**config.mk**
```make
export PLATFORM = sky130hd
export DESIGN_NAME = mem_refill_flat
export DESIGN_NICKNAME = d
export VERILOG_FILES = /design/src/rtl/mem_refill_pkg.sv /design/src/rtl/mem_refill_if.sv /design/src/rtl/mem_refill_arb.sv /design/src/rtl/mem_refill.sv /design/src/flat_wrapper.sv
export SDC_FILE = /design/constraint.sdc
export NUM_CORES = 1
export LEC_CHECK = 0
export ABC_AREA = 1
export BUFFER_PORTS_ARGS = -buffer_cell sky130_fd_sc_hd__buf_2
export CAP_MARGIN = 20
export CORE_MARGIN = 8
export CORE_UTILIZATION = 46
export DETAILED_ROUTE_END_ITERATION = 12
export PLACE_DENSITY = 0.8
export SYNTH_ARGS = -nofsm -noshare
export SYNTH_HDL_FRONTEND = slang
export SYNTH_HIERARCHICAL = 1
export SYNTH_SLANG_ARGS = --single-unit
```
**constraint.sdc**
```tcl
create_clock -name clk -period 3.4 [get_ports clk]
set_input_delay 0.34 -clock clk [delete_from_list [all_inputs] [get_ports clk]]
set_output_delay 0.34 -clock clk [all_outputs]
set_load 0.1 [all_outputs]
```
**src/rtl/mem_refill_pkg.sv**
```systemverilog
// Shared types and constants for the L1 line-refill controller.
// Used by mem_refill and refill_arb.
package mem_refill_pkg;

    typedef enum logic [2:0] {
        IDLE,
        REQ,
        BEAT0,
        BEAT1,
        FILL
    } state_t;

    typedef enum logic {
        SRC_I,
        SRC_D
    } src_t;

    localparam int LINE_OFFSET_W  = 3;
    localparam int BEATS_PER_LINE = 2;

endpackage

```
**src/rtl/mem_refill_if.sv**
```systemverilog
// Memory read port of the refill controller.
// The controller is master; the memory is slave.
interface mem_refill_if #(
    parameter int ADDR_W = 32,
    parameter int BEAT_W = 32
);
    logic              mem_req;
    logic [ADDR_W-1:0] mem_addr;
    logic              mem_gnt;
    logic              mem_rvalid;
    logic [BEAT_W-1:0] mem_rdata;

    modport master (
        output mem_req, mem_addr,
        input  mem_gnt, mem_rvalid, mem_rdata
    );

    modport slave (
        input  mem_req, mem_addr,
        output mem_gnt, mem_rvalid, mem_rdata
    );
endinterface

```
**src/rtl/mem_refill_arb.sv**
```systemverilog
// I/D miss arbiter for the refill controller.
// REFILL_RR_EN selects round-robin; otherwise D has fixed priority.
module refill_arb
    import mem_refill_pkg::*;
(
    input  logic clk,
    input  logic rst,
    input  logic i_miss,
    input  logic d_miss,
    input  logic en,
    output src_t winner
);

`ifdef REFILL_RR_EN
    // ptr_q is the source that wins the next contended arbitration.
    src_t ptr_q;

    always_ff @(posedge clk or posedge rst) begin
        if (rst) begin
            ptr_q <= SRC_D;
        end else if (en && i_miss && d_miss) begin
            ptr_q <= (ptr_q == SRC_D) ? SRC_I : SRC_D;
        end
    end

    always_comb begin
        winner = SRC_D;
        if (i_miss && d_miss) begin
            winner = ptr_q;
        end else if (i_miss) begin
            winner = SRC_I;
        end
    end
`else
    logic unused_rr;
    assign unused_rr = clk ^ rst ^ en;

    always_comb begin
        winner = SRC_D;
        if (i_miss && !d_miss) begin
            winner = SRC_I;
        end
    end
`endif

endmodule

```
**src/rtl/mem_refill.sv**
```systemverilog
// Line-refill controller: arbitrates I/D misses, fetches two beats, pulses a fill strobe.
// Optional macro REFILL_RR_EN enables round-robin arbitration in refill_arb.
//
// state | meaning
// IDLE  | waiting for a miss; latches winner and line address
// REQ   | mem_req high until mem_gnt
// BEAT0 | waiting for low beat
// BEAT1 | waiting for high beat
// FILL  | one-cycle strobe to the selected cache if its miss is still pending
module mem_refill
    import mem_refill_pkg::*;
#(
    parameter int ADDR_W = 32,
    parameter int BEAT_W = 32,
    parameter int LINE_W = 64
) (
    input  logic              clk,
    input  logic              rst,
    input  logic              i_miss,
    input  logic [ADDR_W-1:0] i_addr,
    input  logic              d_miss,
    input  logic [ADDR_W-1:0] d_addr,
    output logic              i_fill,
    output logic              d_fill,
    output logic [LINE_W-1:0] line,
    output logic              busy,
    mem_refill_if.master      mem
);

    localparam logic [ADDR_W-1:0] OFFSET_MASK = ADDR_W'((1 << LINE_OFFSET_W) - 1);

    state_t            state_q, state_d;
    src_t              src_q, win;
    logic [ADDR_W-1:0] addr_q, sel_addr;
    logic [LINE_W-1:0] line_q;
    logic              busy_q;
    logic              start;

    assign start    = (state_q == IDLE) && (i_miss || d_miss);
    assign sel_addr = (win == SRC_I) ? i_addr : d_addr;

    refill_arb u_arb (
        .clk    (clk),
        .rst    (rst),
        .i_miss (i_miss),
        .d_miss (d_miss),
        .en     (start),
        .winner (win)
    );

    always_comb begin
        state_d = state_q;
        case (state_q)
            IDLE:    if (start)          state_d = REQ;
            REQ:     if (mem.mem_gnt)    state_d = BEAT0;
            BEAT0:   if (mem.mem_rvalid) state_d = BEAT1;
            BEAT1:   if (mem.mem_rvalid) state_d = FILL;
            FILL:                        state_d = IDLE;
            default:                     state_d = IDLE;
        endcase
    end

    always_ff @(posedge clk or posedge rst) begin
        if (rst) begin
            state_q <= IDLE;
            src_q   <= SRC_D;
            addr_q  <= '0;
            line_q  <= '0;
            busy_q  <= 1'b0;
        end else begin
            state_q <= state_d;
            busy_q  <= (state_d != IDLE);
            if (start) begin
                src_q  <= win;
                addr_q <= sel_addr & ~OFFSET_MASK;
            end
            if (state_q == BEAT0 && mem.mem_rvalid) begin
                line_q[BEAT_W-1:0] <= mem.mem_rdata;
            end
            if (state_q == BEAT1 && mem.mem_rvalid) begin
                line_q[LINE_W-1:BEAT_W] <= mem.mem_rdata;
            end
        end
    end

    // A miss that dropped before FILL means the request was abandoned: no strobe.
    assign i_fill       = (state_q == FILL) && (src_q == SRC_I) && i_miss;
    assign d_fill       = (state_q == FILL) && (src_q == SRC_D) && d_miss;
    assign line         = line_q;
    assign busy         = busy_q;
    assign mem.mem_req  = (state_q == REQ);
    assign mem.mem_addr = addr_q;

endmodule
```
**src/flat_wrapper.sv**
```systemverilog
// flat-port wrapper written by rule: the top's interface ports become plain ports
module mem_refill_flat import mem_refill_pkg::*;
#(
    parameter int ADDR_W = 32,
    parameter int BEAT_W = 32,
    parameter int LINE_W = 64
)
  (clk, rst, i_miss, i_addr, d_miss, d_addr, i_fill, d_fill, line, busy, mem_mem_req, mem_mem_addr, mem_mem_gnt, mem_mem_rvalid, mem_mem_rdata);
  mem_refill_if #(.ADDR_W(ADDR_W), .BEAT_W(BEAT_W)) mem_i ();
  input  logic clk;
  input  logic rst;
  input  logic i_miss;
  input  logic [ADDR_W-1:0] i_addr;
  input  logic d_miss;
  input  logic [ADDR_W-1:0] d_addr;
  output logic i_fill;
  output logic d_fill;
  output logic [LINE_W-1:0] line;
  output logic busy;
  output wire logic [$bits(mem_i.mem_req)-1:0] mem_mem_req;
  output wire logic [$bits(mem_i.mem_addr)-1:0] mem_mem_addr;
  input wire logic [$bits(mem_i.mem_gnt)-1:0] mem_mem_gnt;
  input wire logic [$bits(mem_i.mem_rvalid)-1:0] mem_mem_rvalid;
  input wire logic [$bits(mem_i.mem_rdata)-1:0] mem_mem_rdata;
  assign mem_mem_req = mem_i.mem_req;
  assign mem_mem_addr = mem_i.mem_addr;
  assign mem_i.mem_gnt = mem_mem_gnt;
  assign mem_i.mem_rvalid = mem_mem_rvalid;
  assign mem_i.mem_rdata = mem_mem_rdata;
  mem_refill #(.ADDR_W(ADDR_W), .BEAT_W(BEAT_W), .LINE_W(LINE_W)) u_core (.clk(clk), .rst(rst), .i_miss(i_miss), .i_addr(i_addr), .d_miss(d_miss), .d_addr(d_addr), .i_fill(i_fill), .d_fill(d_fill), .line(line), .busy(busy), .mem(mem_i));
endmodule
```
==> summary.md <==
| Metric | Value |
|---|---|
| Fin Clk Skew | 0.0125 ns |
| N_diodes | 0 |
| Worst Reg-to-Reg Cells | 5 |
| Worst-Skew Late Latency | 0.35 ns |
| CTS Hold Bufs | 0 |
| Drt pass-1 iters | 4 |
| Row Count | 34 |
| Finished Core Util | 61.0% |
| R2r endpoint | u_core/line[17]$_DFFE_PP0P_ |
| Drt drc | 0 |
| Vias | 3499 |
| Initial drt markers | 151 |
| Largest stage delay, worst path | 0.73 ns |
| Global-route wire length before repair | 17800 um |
| Clock Path Buffers | 2 |
| Gr usage total | 17.4% |
| Final Hold Fails | 0 |
| Share of cells above drive strength 1 | 43.6% |
| Worst reg2reg path startpoint | u_core/state_q[2]$_DFF_PP0_ |
| Crit. End Element | flip-flop |
| Vias/cell | 4.75 |
| Arrival @ worst endpoint | 2.36 ns |
| Clock Tree Root | clkbuf_8 |
| H-Tree Depth | 3 |
| Detail Route Antenna Nets | 0 |
| Slowest cell on crit path | nand3_2 |
| Critical path startpoint category | flip-flop |
| Worst-Margin Slew | 1.04 ns |
| Post-Route WL | 10800 um |
| TritonCTS clock tree | done |
| Vias in the first global route | 3650 |
| Mapped cell area | 0.00415 sq mm |
| Pre-CTS WS | 1.07 ns |
| Clock sink count | 98 |
| Critical path, cell by cell | nor2_2 -> nand3_2 -> buf_4 -> nand2_1 -> o21ai_1 |
| Reg2Reg Setup Slack | 1.27 ns |
| Post-CTS Setup Bufs | 0 |
| Final min period | 2.13 ns |
| CP startpoint | u_core/state_q[2]$_DFF_PP0_ |
| WHS | 0.152 ns |
| HP Class | in2async |
| Placer Congestion | 0.748 |
| Max frequency | 469 MHz |
| Initial antenna violation count | 0 |
| Max-cap violations | 0 |
| Synth Warn # | 6 |
| GRT Residual Overflow | 0 |
| Post-CTS sizing | 0 |
| Final setup TNS | 0 ns |
| Period utilization | 62.7% |
| Outcome | complete, no violations |
| Max-slew violations | 0 |
| Relative slew margins | 30.4% |
| RSZ-0062 raised after global routing | no |
| WS Path Type | reg2reg |
| Core area | 0.00872 sq mm |
| Clock-pin slew on the worst setup and hold paths | 0.10 ns |
| Hpwl dp | 8160 um |
| Worst endpoint required time | 3.63 ns |
| Nets | 725 |
| DIE HEIGHT | 111 um |
| Die footprint | 0.0123 sq mm |
| Avg WL per Cell | 14.6 um |
| IO Pins | 202 |
| Final setup margin | 1.27 ns |
| Die W | 111 um |
| Pin count of the biggest net entering global routing | 72 |
| Area growth, synth to finish | 28.4% |
| Cells after Synth | 442 |
| Setup-failing EPs final | 0 |
| Mean Syn Cell Area | 9.38 sq um |
| CP max FO | 49 |
| TritonCTS Buffers | 9 |
| Starting density of the core | 47.5% |
| IO Port Bufs | 192 |
[metrics by stage]
step	std cells	cell area (sq um)
after floorplan	444	4150
after global placement	720	5110
after CTS	736	5320
final	736	5320
after detailed placement	720	5110
after global routing	736	5320
[cell type report]
cell class | instances | area, sq um
well taps | 108 | 135
flip-flops and latches | 98 | 2450
fillers | 752 | 3400
clock buffers | 9 | 124
multi-input cells | 274 | 1370
inverters | 44 | 168
repair buffers | 196 | 991
clock inverters | 7 | 83.8
[worst max-delay path by stage]
stage | slack, ns | cells past startpoint | endpoint
floorplan | 0.43 | 3 | i_fill
global placement | 1.22 | 6 | u_core/mem.mem_addr[14]$_DFFE_PP0P_
detailed placement | 1.07 | 6 | u_core/mem.mem_addr[7]$_DFFE_PP0P_
CTS | 1.25 | 5 | u_core/line[17]$_DFFE_PP0P_
global route | 1.06 | 5 | u_core/line[17]$_DFFE_PP0P_
finish | 1.27 | 5 | u_core/line[17]$_DFFE_PP0P_
[flip-flops by register name (all words and copies together) (netlist names)]
name                 cells
u_core/busy              1
u_core/line             64
u_core/mem.mem_addr     29
u_core/src_q             1
u_core/state_q           3
[layer usage]
layer	track usage (%)	vias up	wire length [um]
li1	-	1757	-
met1	20.2	1594	4520
met2	28.7	139	5220
met3	7.20	9	935
met4	5.14	0	99
met5	0	-	0
[worst max-delay path: cells and delay by family (launching register included)]
kind,cells,cell delay [ns]
AO/OA/AOI/OAI,1,0.06
buffers and inverters,1,0.50
flip-flops,1,0.46
AND/OR/NAND/NOR,3,0.97
[placed cells by master (no fill, tap or decap), types with 3 or more instances in the layout]
cell,count
conb_1,3
buf_4,4
o21ai_2,23
o21ai_1,39
nand3_1,3
nor2_1,5
nand2_1,104
buf_2,192
dfrtp_1,97
clkbuf_8,9
o21ai_0,61
or2_2,29
inv_2,3
inv_1,40
Power is left out: the tool's default activity adds up to more than one toggle a clock period on the data nets, which glitch-free logic cannot reach.
